==> src/rtl/tiny_eth_mac_tx.sv <==
`default_nettype none
// +----------------------------------------------------------------------+
// | Module   : tiny_eth_mac_tx                                           |
// | Purpose  : MII transmit MAC. Turns a valid/ready byte stream into a  |
// |            nibble-wide Ethernet frame with preamble, SFD, zero       |
// |            padding, optional CRC-32 FCS and an enforced IFG.         |
// | Options  : define TINY_ETH_TX_FCS_EN to build the CRC-32 FCS.        |
// | Revision : 1.0 - initial release                                     |
// +----------------------------------------------------------------------+
module tiny_eth_mac_tx #(
  parameter int IFG_NIBBLES     = 24,
  parameter int MIN_FRAME_BYTES = 60
) (
  input  logic       tx_clk,
  input  logic       rst,
  input  logic [7:0] s_data,
  input  logic       s_valid,
  input  logic       s_last,
  output logic       s_ready,
  output logic [3:0] tx_data,
  output logic       tx_en,
  output logic       tx_underrun
);

  typedef enum logic [2:0] {
    S_IDLE     = 3'd0,
    S_PREAMBLE = 3'd1,
    S_SFD      = 3'd2,
    S_DATA     = 3'd3,
    S_PAD      = 3'd4,
    S_FCS      = 3'd5,
    S_IFG      = 3'd6
  } state_t;

  localparam logic [10:0] c_min_bytes = 11'(MIN_FRAME_BYTES);
  localparam logic [15:0] c_ifg_last  = 16'(IFG_NIBBLES - 1);

  state_t      state_q;
  logic [15:0] cnt_q;        // preamble / FCS / IFG cycle counter
  logic [7:0]  byte_q;       // byte currently on the wire (0 while padding)
  logic        last_q;       // byte_q is the final byte (data or pad)
  logic        half_q;       // 0: low nibble shown, 1: high nibble shown
  logic [10:0] byte_cnt_q;   // bytes emitted so far, saturating
  logic [10:0] byte_cnt_d;
  logic        s_ready_q;
  logic [3:0]  tx_data_q;
  logic        tx_en_q;
  logic        tx_underrun_q;

`ifdef TINY_ETH_TX_FCS_EN
  logic [31:0] crc_q;
  logic [31:0] crc_d;
  logic [27:0] fcs_q;        // remaining FCS nibbles, next one in [3:0]

  // Reflected CRC-32 (poly 0xEDB88320) advanced by one byte, LSB first
  function automatic logic [31:0] crc32_byte(input logic [31:0] crc, input logic [7:0] d);
    logic [31:0] c;
    c = crc ^ {24'h0, d};
    for (int i = 0; i < 8; i++) begin
      c = c[0] ? ((c >> 1) ^ 32'hEDB88320) : (c >> 1);
    end
    return c;
  endfunction

  // A handshake slot feeds the accepted byte; otherwise a pad byte (0x00) starts
  assign crc_d = crc32_byte(crc_q, s_ready_q ? s_data : 8'h00);
`endif

  assign byte_cnt_d = (byte_cnt_q == 11'h7FF) ? byte_cnt_q : byte_cnt_q + 11'd1;

  // Frame sequencer: every output and counter is registered here
  always_ff @(posedge tx_clk) begin
    if (!rst) begin
      state_q       <= S_IDLE;
      cnt_q         <= '0;
      byte_q        <= '0;
      last_q        <= 1'b0;
      half_q        <= 1'b0;
      byte_cnt_q    <= '0;
      s_ready_q     <= 1'b0;
      tx_data_q     <= '0;
      tx_en_q       <= 1'b0;
      tx_underrun_q <= 1'b0;
`ifdef TINY_ETH_TX_FCS_EN
      crc_q         <= '0;
      fcs_q         <= '0;
`endif
    end else begin
      tx_underrun_q <= 1'b0;
      if (s_ready_q) begin
        // Handshake slot (SFD or a high nibble): a missing byte aborts the frame
        if (!s_valid) begin
          state_q       <= S_IFG;
          tx_en_q       <= 1'b0;
          tx_data_q     <= 4'h0;
          s_ready_q     <= 1'b0;
          tx_underrun_q <= 1'b1;
          cnt_q         <= '0;
        end else begin
          state_q    <= S_DATA;
          byte_q     <= s_data;
          last_q     <= s_last;
          half_q     <= 1'b0;
          tx_data_q  <= s_data[3:0];
          s_ready_q  <= 1'b0;
          byte_cnt_q <= byte_cnt_d;
`ifdef TINY_ETH_TX_FCS_EN
          crc_q      <= crc_d;
`endif
        end
      end else begin
        case (state_q)
          S_IDLE: begin
            if (s_valid) begin
              state_q    <= S_PREAMBLE;
              tx_en_q    <= 1'b1;
              tx_data_q  <= 4'h5;
              cnt_q      <= 16'd1;
              byte_cnt_q <= '0;
`ifdef TINY_ETH_TX_FCS_EN
              crc_q      <= 32'hFFFFFFFF;
`endif
            end
          end
          S_PREAMBLE: begin
            if (cnt_q == 16'd15) begin
              state_q   <= S_SFD;
              tx_data_q <= 4'hD;
              s_ready_q <= 1'b1;
            end else begin
              cnt_q <= cnt_q + 16'd1;
            end
          end
          // Pad bytes reuse the data path as 0x00 bytes flagged as last
          S_DATA, S_PAD: begin
            if (!half_q) begin
              tx_data_q <= byte_q[7:4];
              half_q    <= 1'b1;
              s_ready_q <= !last_q;
            end else if (byte_cnt_q < c_min_bytes) begin
              state_q    <= S_PAD;
              byte_q     <= 8'h00;
              last_q     <= 1'b1;
              half_q     <= 1'b0;
              tx_data_q  <= 4'h0;
              byte_cnt_q <= byte_cnt_d;
`ifdef TINY_ETH_TX_FCS_EN
              crc_q      <= crc_d;
`endif
            end else begin
`ifdef TINY_ETH_TX_FCS_EN
              state_q   <= S_FCS;
              tx_data_q <= ~crc_q[3:0];
              fcs_q     <= ~crc_q[31:4];
              cnt_q     <= 16'd1;
`else
              state_q   <= S_IFG;
              tx_en_q   <= 1'b0;
              tx_data_q <= 4'h0;
              cnt_q     <= '0;
`endif
            end
          end
`ifdef TINY_ETH_TX_FCS_EN
          S_FCS: begin
            if (cnt_q == 16'd8) begin
              state_q   <= S_IFG;
              tx_en_q   <= 1'b0;
              tx_data_q <= 4'h0;
              cnt_q     <= '0;
            end else begin
              tx_data_q <= fcs_q[3:0];
              fcs_q     <= {4'h0, fcs_q[27:4]};
              cnt_q     <= cnt_q + 16'd1;
            end
          end
`endif
          S_IFG: begin
            if (cnt_q == c_ifg_last) begin
              if (s_valid) begin
                state_q    <= S_PREAMBLE;
                tx_en_q    <= 1'b1;
                tx_data_q  <= 4'h5;
                cnt_q      <= 16'd1;
                byte_cnt_q <= '0;
`ifdef TINY_ETH_TX_FCS_EN
                crc_q      <= 32'hFFFFFFFF;
`endif
              end else begin
                state_q <= S_IDLE;
              end
            end else begin
              cnt_q <= cnt_q + 16'd1;
            end
          end
          default: state_q <= S_IDLE;
        endcase
      end
    end
  end

  assign s_ready     = s_ready_q;
  assign tx_data     = tx_data_q;
  assign tx_en       = tx_en_q;
  assign tx_underrun = tx_underrun_q;

endmodule
`default_nettype wire

==> config.mk <==
export PLATFORM = sky130hd
export DESIGN_NAME = tiny_eth_mac_tx
export DESIGN_NICKNAME = d
export VERILOG_FILES = /design/src/rtl/tiny_eth_mac_tx.sv
export SDC_FILE = /design/constraint.sdc
export NUM_CORES = 1
export LEC_CHECK = 0
export ABC_AREA = 1
export CAP_MARGIN = 20
export CORE_ASPECT_RATIO = 0.9
export CORE_MARGIN = 3
export CORE_UTILIZATION = 53
export CTS_CLUSTER_SIZE = 28
export DETAILED_ROUTE_END_ITERATION = 16
export HOLD_SLACK_MARGIN = 0.02
export PLACE_DENSITY = 0.81
export SETUP_SLACK_MARGIN = 0.2
export SLEW_MARGIN = 10
export SYNTH_ARGS = -nofsm -noshare
export SYNTH_HDL_FRONTEND = slang
export SYNTH_SLANG_ARGS = --single-unit
export TNS_END_PERCENT = 1
==> constraint.sdc <==
create_clock -name tx_clk -period 2.4 [get_ports tx_clk]
set_input_delay 0.6 -clock tx_clk [delete_from_list [all_inputs] [get_ports tx_clk]]
set_output_delay 0.6 -clock tx_clk [all_outputs]
set_load 0.02 [all_outputs]
==> results of run 1 <==
per-layer routing:
| metal | track usage, % | routed length [um] | up-vias |
|---|---|---|---|
| met4 | 7.12 | 57 | 0 |
| met1 | 34.1 | 3660 | 1478 |
| met2 | 39.6 | 3560 | 133 |
| met3 | 4.35 | 489 | 9 |
| li1 | - | - | 1669 |
| met5 | 0 | 0 | - |
through the flow:
step / worst slack [ps] / util [%]
final: 265 / 62.5
after global routing: 247 / 62.5
after CTS: 274 / 62.5
after detailed placement: 307 / 60.9
after global placement: 357 / 60.9
after floorplan: 818 / -
layout make-up:
class                   count  area, um^2  share of cell area [%]
inverters                  64         245                    7.34
clock buffers               6        82.6                    2.47
flip-flops and latches     43         861                    25.7
repair buffers             29         263                    7.86
clock inverters             1        5.00                   0.150
well taps                  67        83.8                    2.51
multi-input cells         376        1800                    53.9
sequential cells by signal (all words and copies together) (netlist names), 3 cells and up:
signal / count
byte_cnt_q: 11
byte_q: 4
cnt_q: 16
state_q: 3
tx_data: 4
worst register-to-register path: stages (launching register included):
cell and delay [ps]:
sky130_fd_sc_hd__dfxtp_1 550, sky130_fd_sc_hd__inv_2 230, sky130_fd_sc_hd__buf_4 240, sky130_fd_sc_hd__nand3_1 140
sky130_fd_sc_hd__nand2_1 100, sky130_fd_sc_hd__inv_2 80, sky130_fd_sc_hd__nand3_1 180, sky130_fd_sc_hd__nor3_1 210
sky130_fd_sc_hd__nor2_1 60
layout by cell type, fill, tap and decap left out, drive strengths merged, types with 2 or more instances in the layout:
| cell | n |
|---|---|
| inv | 64 |
| a21oi | 38 |
| nor2 | 53 |
| o21ai | 29 |
| nand2 | 143 |
| clkbuf | 6 |
| clkdlybuf4s50 | 18 |
| ha | 2 |
| a31oi | 2 |
| nor3 | 8 |
| nand3 | 73 |
| dfxtp | 43 |
| buf | 11 |
| nand4 | 21 |
how the worst max path moves through the flow:
| stage | from | to | slack (ps) | depth (start not counted) |
|---|---|---|---|---|
| finish | s_ready | s_ready | 260 | 1 |
| global route | s_ready | s_ready | 250 | 1 |
| CTS | s_ready | s_ready | 270 | 1 |
| detailed placement | s_valid | cnt_q[11] | 310 | 7 |
| global placement | s_valid | cnt_q[11] | 360 | 7 |
| floorplan | byte_cnt_q[1] | byte_cnt_q[0] | 820 | 10 |
where the power goes:
| part | internal, uW | switching [uW] | total, uW |
|---|---|---|---|
| Combinational | 496 | 1120 | 1620 |
| Clock | 226 | 242 | 468 |
| Sequential | 817 | 131 | 948 |
| Total | 1540 | 1500 | 3040 |
kinds of logic (layout without fill, tap and decap cells):
group	count (synthesis)	count (layout)	share of synthesized area, %
compound gates	72	72	12.5
xor+xnor	1	1	0.292
fa+ha+maj	2	2	0.835
buf+inv	81	100	11.1
flops	43	43	28.7
simple gates	301	301	46.5
==> report_table.html, run 1 <==
<table>
<tr><th>Metric</th><th>Value</th></tr>
<tr><th colspan="2">Status</th></tr>
<tr><td>Outcome</td><td>finished clean</td></tr>
<tr><th colspan="2">STA</th></tr>
<tr><td>Final hold viol count</td><td>0</td></tr>
<tr><td>Maximum clock frequency</td><td>468 MHz</td></tr>
<tr><td>Clk_skew</td><td>9.50 ps</td></tr>
<tr><td>Fin crit share</td><td>89.0%</td></tr>
<tr><td>Min cycle time layout</td><td>2140 ps</td></tr>
<tr><td>Headroom to the max-slew limit</td><td>70.2%</td></tr>
<tr><td>Setup violators final</td><td>0</td></tr>
<tr><td>Total negative slack for setup checks</td><td>0 ps</td></tr>
<tr><td>Worst hold slack</td><td>459 ps</td></tr>
<tr><td>Worst-Margin Slew</td><td>443 ps</td></tr>
<tr><td>Setup repair after global routing missed its margin</td><td>false</td></tr>
<tr><td>Final Max Slew Viols</td><td>0</td></tr>
<tr><th colspan="2">GRT</th></tr>
<tr><td>Wire length of the first global-routing pass</td><td>13,700 um</td></tr>
<tr><td>All-Layer GR Usage</td><td>24.7%</td></tr>
<tr><td>Initial antenna violation count</td><td>0</td></tr>
<tr><td>Global-route congestion overflow total</td><td>0</td></tr>
<tr><td>Vias in the first global route</td><td>3,032</td></tr>
<tr><td>Maximum number of pins on one net before global-route repair</td><td>24</td></tr>
<tr><th colspan="2">Clock network</th></tr>
<tr><td>Number of buffers created by CTS</td><td>5</td></tr>
<tr><td>Total of hold buffers inserted after clock tree synthesis</td><td>0</td></tr>
<tr><td>Clk sink count</td><td>43</td></tr>
<tr><td>H-tree depth</td><td>2</td></tr>
<tr><td>CTS tree</td><td>yes</td></tr>
<tr><td>Number of setup buffers added after CTS</td><td>0</td></tr>
<tr><td>Clk buf depth</td><td>2</td></tr>
<tr><td>Clock tree root driver cell</td><td>sky130_fd_sc_hd__clkbuf_8</td></tr>
<tr><td>Register clock-pin slew on the reported worst setup and hold paths</td><td>90 ps</td></tr>
<tr><td>Number of gates given a new drive strength after cts</td><td>0</td></tr>
<tr><td>Worst-skew pair later-pin latency</td><td>300 ps</td></tr>
<tr><th colspan="2">Power and ir drop</th></tr>
<tr><td>Leakage power summed over all cells</td><td>0.00144 uW</td></tr>
<tr><td>Worst vdd rail ir drop</td><td>0.846 mV</td></tr>
<tr><td>Total power after layout</td><td>3040 uW</td></tr>
<tr><td>Power density over the cells</td><td>908 nW/um^2</td></tr>
<tr><th colspan="2">Floorplan</th></tr>
<tr><td>Vert. Die Dim</td><td>77.3 um</td></tr>
<tr><td>Floorplan Core Area</td><td>5350 um^2</td></tr>
<tr><td>Die ar.</td><td>6590 um^2</td></tr>
<tr><td>Boundary pin count</td><td>19</td></tr>
<tr><td>Num rows</td><td>25</td></tr>
<tr><td>Effective utilization at floorplan</td><td>56.0%</td></tr>
<tr><td>Die outline width</td><td>85.3 um</td></tr>
<tr><th colspan="2">Synth</th></tr>
<tr><td>Count of cell types in the netlist</td><td>34</td></tr>
<tr><td>Library cell with the highest instance count after synthesis</td><td>sky130_fd_sc_hd__nand2_1</td></tr>
<tr><td>Leading post-synthesis cells by instance count</td><td>sky130_fd_sc_hd__nand2_1, sky130_fd_sc_hd__nand3_1, sky130_fd_sc_hd__inv_1</td></tr>
<tr><td>Top area cells in the synthesized netlist</td><td>sky130_fd_sc_hd__dfxtp_1, sky130_fd_sc_hd__nand2_1, sky130_fd_sc_hd__nand3_1</td></tr>
<tr><td>Synthesized flop and latch total</td><td>43</td></tr>
<tr><td>Asr flop ratio synth</td><td>0%</td></tr>
<tr><td>Synthesized cell area</td><td>3000 um^2</td></tr>
<tr><td>Number of warnings printed during yosys synthesis</td><td>0</td></tr>
<tr><td>Share of the yosys chip area belonging to registers</td><td>28.7%</td></tr>
<tr><td>Mapped Cells</td><td>500</td></tr>
<tr><td>Cell type contributing the most total cell area after synthesis</td><td>sky130_fd_sc_hd__dfxtp_1</td></tr>
<tr><td>Net count after synthesis</td><td>514</td></tr>
<tr><td>Post-Synthesis Mean Instance Area</td><td>5.99 um^2</td></tr>
<tr><td>Area fraction of the dominant cell type after synthesis</td><td>28.7%</td></tr>
<tr><td>EDFF count, synth</td><td>0</td></tr>
<tr><td>Main flop type after synthesis</td><td>sky130_fd_sc_hd__dfxtp_1</td></tr>
<tr><th colspan="2">Cells and area</th></tr>
<tr><td>Share of layout cells above drive strength 1</td><td>10.0%</td></tr>
<tr><td>Number of inserted filler cells in the final layout</td><td>508</td></tr>
<tr><td>Final Instance Count excl. Fillers</td><td>586</td></tr>
<tr><td>Area growth syn-to-layout</td><td>11.6%</td></tr>
<tr><td>Total inserted antenna cells</td><td>0</td></tr>
<tr><td>Area of all placed cells without fillers</td><td>3340 um^2</td></tr>
<tr><td>Final Net Count</td><td>533</td></tr>
<tr><th colspan="2">Setup path</th></tr>
<tr><td>Crit path kind</td><td>register to output port</td></tr>
<tr><td>Cells on worst reg2reg path</td><td>8</td></tr>
<tr><td>Critical R2R Launch</td><td>s_ready</td></tr>
<tr><td>R2r setup slk</td><td>500 ps</td></tr>
<tr><td>CP Buf/Inv Count</td><td>1</td></tr>
<tr><td>Critical Path RT</td><td>1800 ps</td></tr>
<tr><td>Cell breakdown of the critical path</td><td>clkdlybuf4s50_1</td></tr>
<tr><td>Stage delay of the slowest cell on the critical path</td><td>680 ps</td></tr>
<tr><td>Top Family by Delay on Critical Path</td><td>buffers and inverters</td></tr>
<tr><td>Nature of the critical path endpoint</td><td>output port</td></tr>
<tr><td>Reg-to-reg critical path endpoint</td><td>state_q[2]</td></tr>
<tr><td>Slowest stage cell on the critical path</td><td>sky130_fd_sc_hd__clkdlybuf4s50_1</td></tr>
<tr><td>Worst Path Max Fanout</td><td>7</td></tr>
<tr><td>Data arrival time of the critical path</td><td>1540 ps</td></tr>
<tr><td>Setup crit start kind</td><td>register</td></tr>
<tr><th colspan="2">Placement</th></tr>
<tr><td>Total half-perimeter wirelength after legalization and detailed placement</td><td>5670 um</td></tr>
<tr><td>Number of placed instances, taps included</td><td>579</td></tr>
<tr><td>Count of input and output buffers</td><td>18</td></tr>
<tr><td>Placed standard-cell area</td><td>3260 um^2</td></tr>
<tr><td>GPL Wtd Cong</td><td>0.922</td></tr>
<tr><th colspan="2">Hold path</th></tr>
<tr><td>Sink of the worst hold path</td><td>tx_data[2]</td></tr>
<tr><td>Hold path startpoint</td><td>tx_data[2]</td></tr>
<tr><td>Worst hold path stage count</td><td>2</td></tr>
<tr><td>Hold Crit Class</td><td>register to register</td></tr>
<tr><th colspan="2">Routing</th></tr>
<tr><td>Number of remaining DRC errors</td><td>0</td></tr>
<tr><td>Antenna-violating nets left</td><td>0</td></tr>
<tr><td>Wirelength, routed</td><td>7770 um</td></tr>
<tr><td>Detail-routed net length per standard cell</td><td>13.3 um</td></tr>
<tr><td>Detail-routed via count per cell</td><td>5.61</td></tr>
<tr><td>First-pass DRT Iterations</td><td>5</td></tr>
<tr><td>Via Count</td><td>3,289</td></tr>
<tr><td>Iter 0 DRT Violations</td><td>315</td></tr>
<tr><th colspan="2">Run</th></tr>
<tr><td>Max-cap violations</td><td>0</td></tr>
</table>
Power figures use the tool's default switching activity.
==> run 2, diff against run 1 <==
Settings changed: SETUP_SLACK_MARGIN 0.2 to not set.
==> results of run 2 <==
No change in the layout: final DEF, timing and power equal those of run 1.
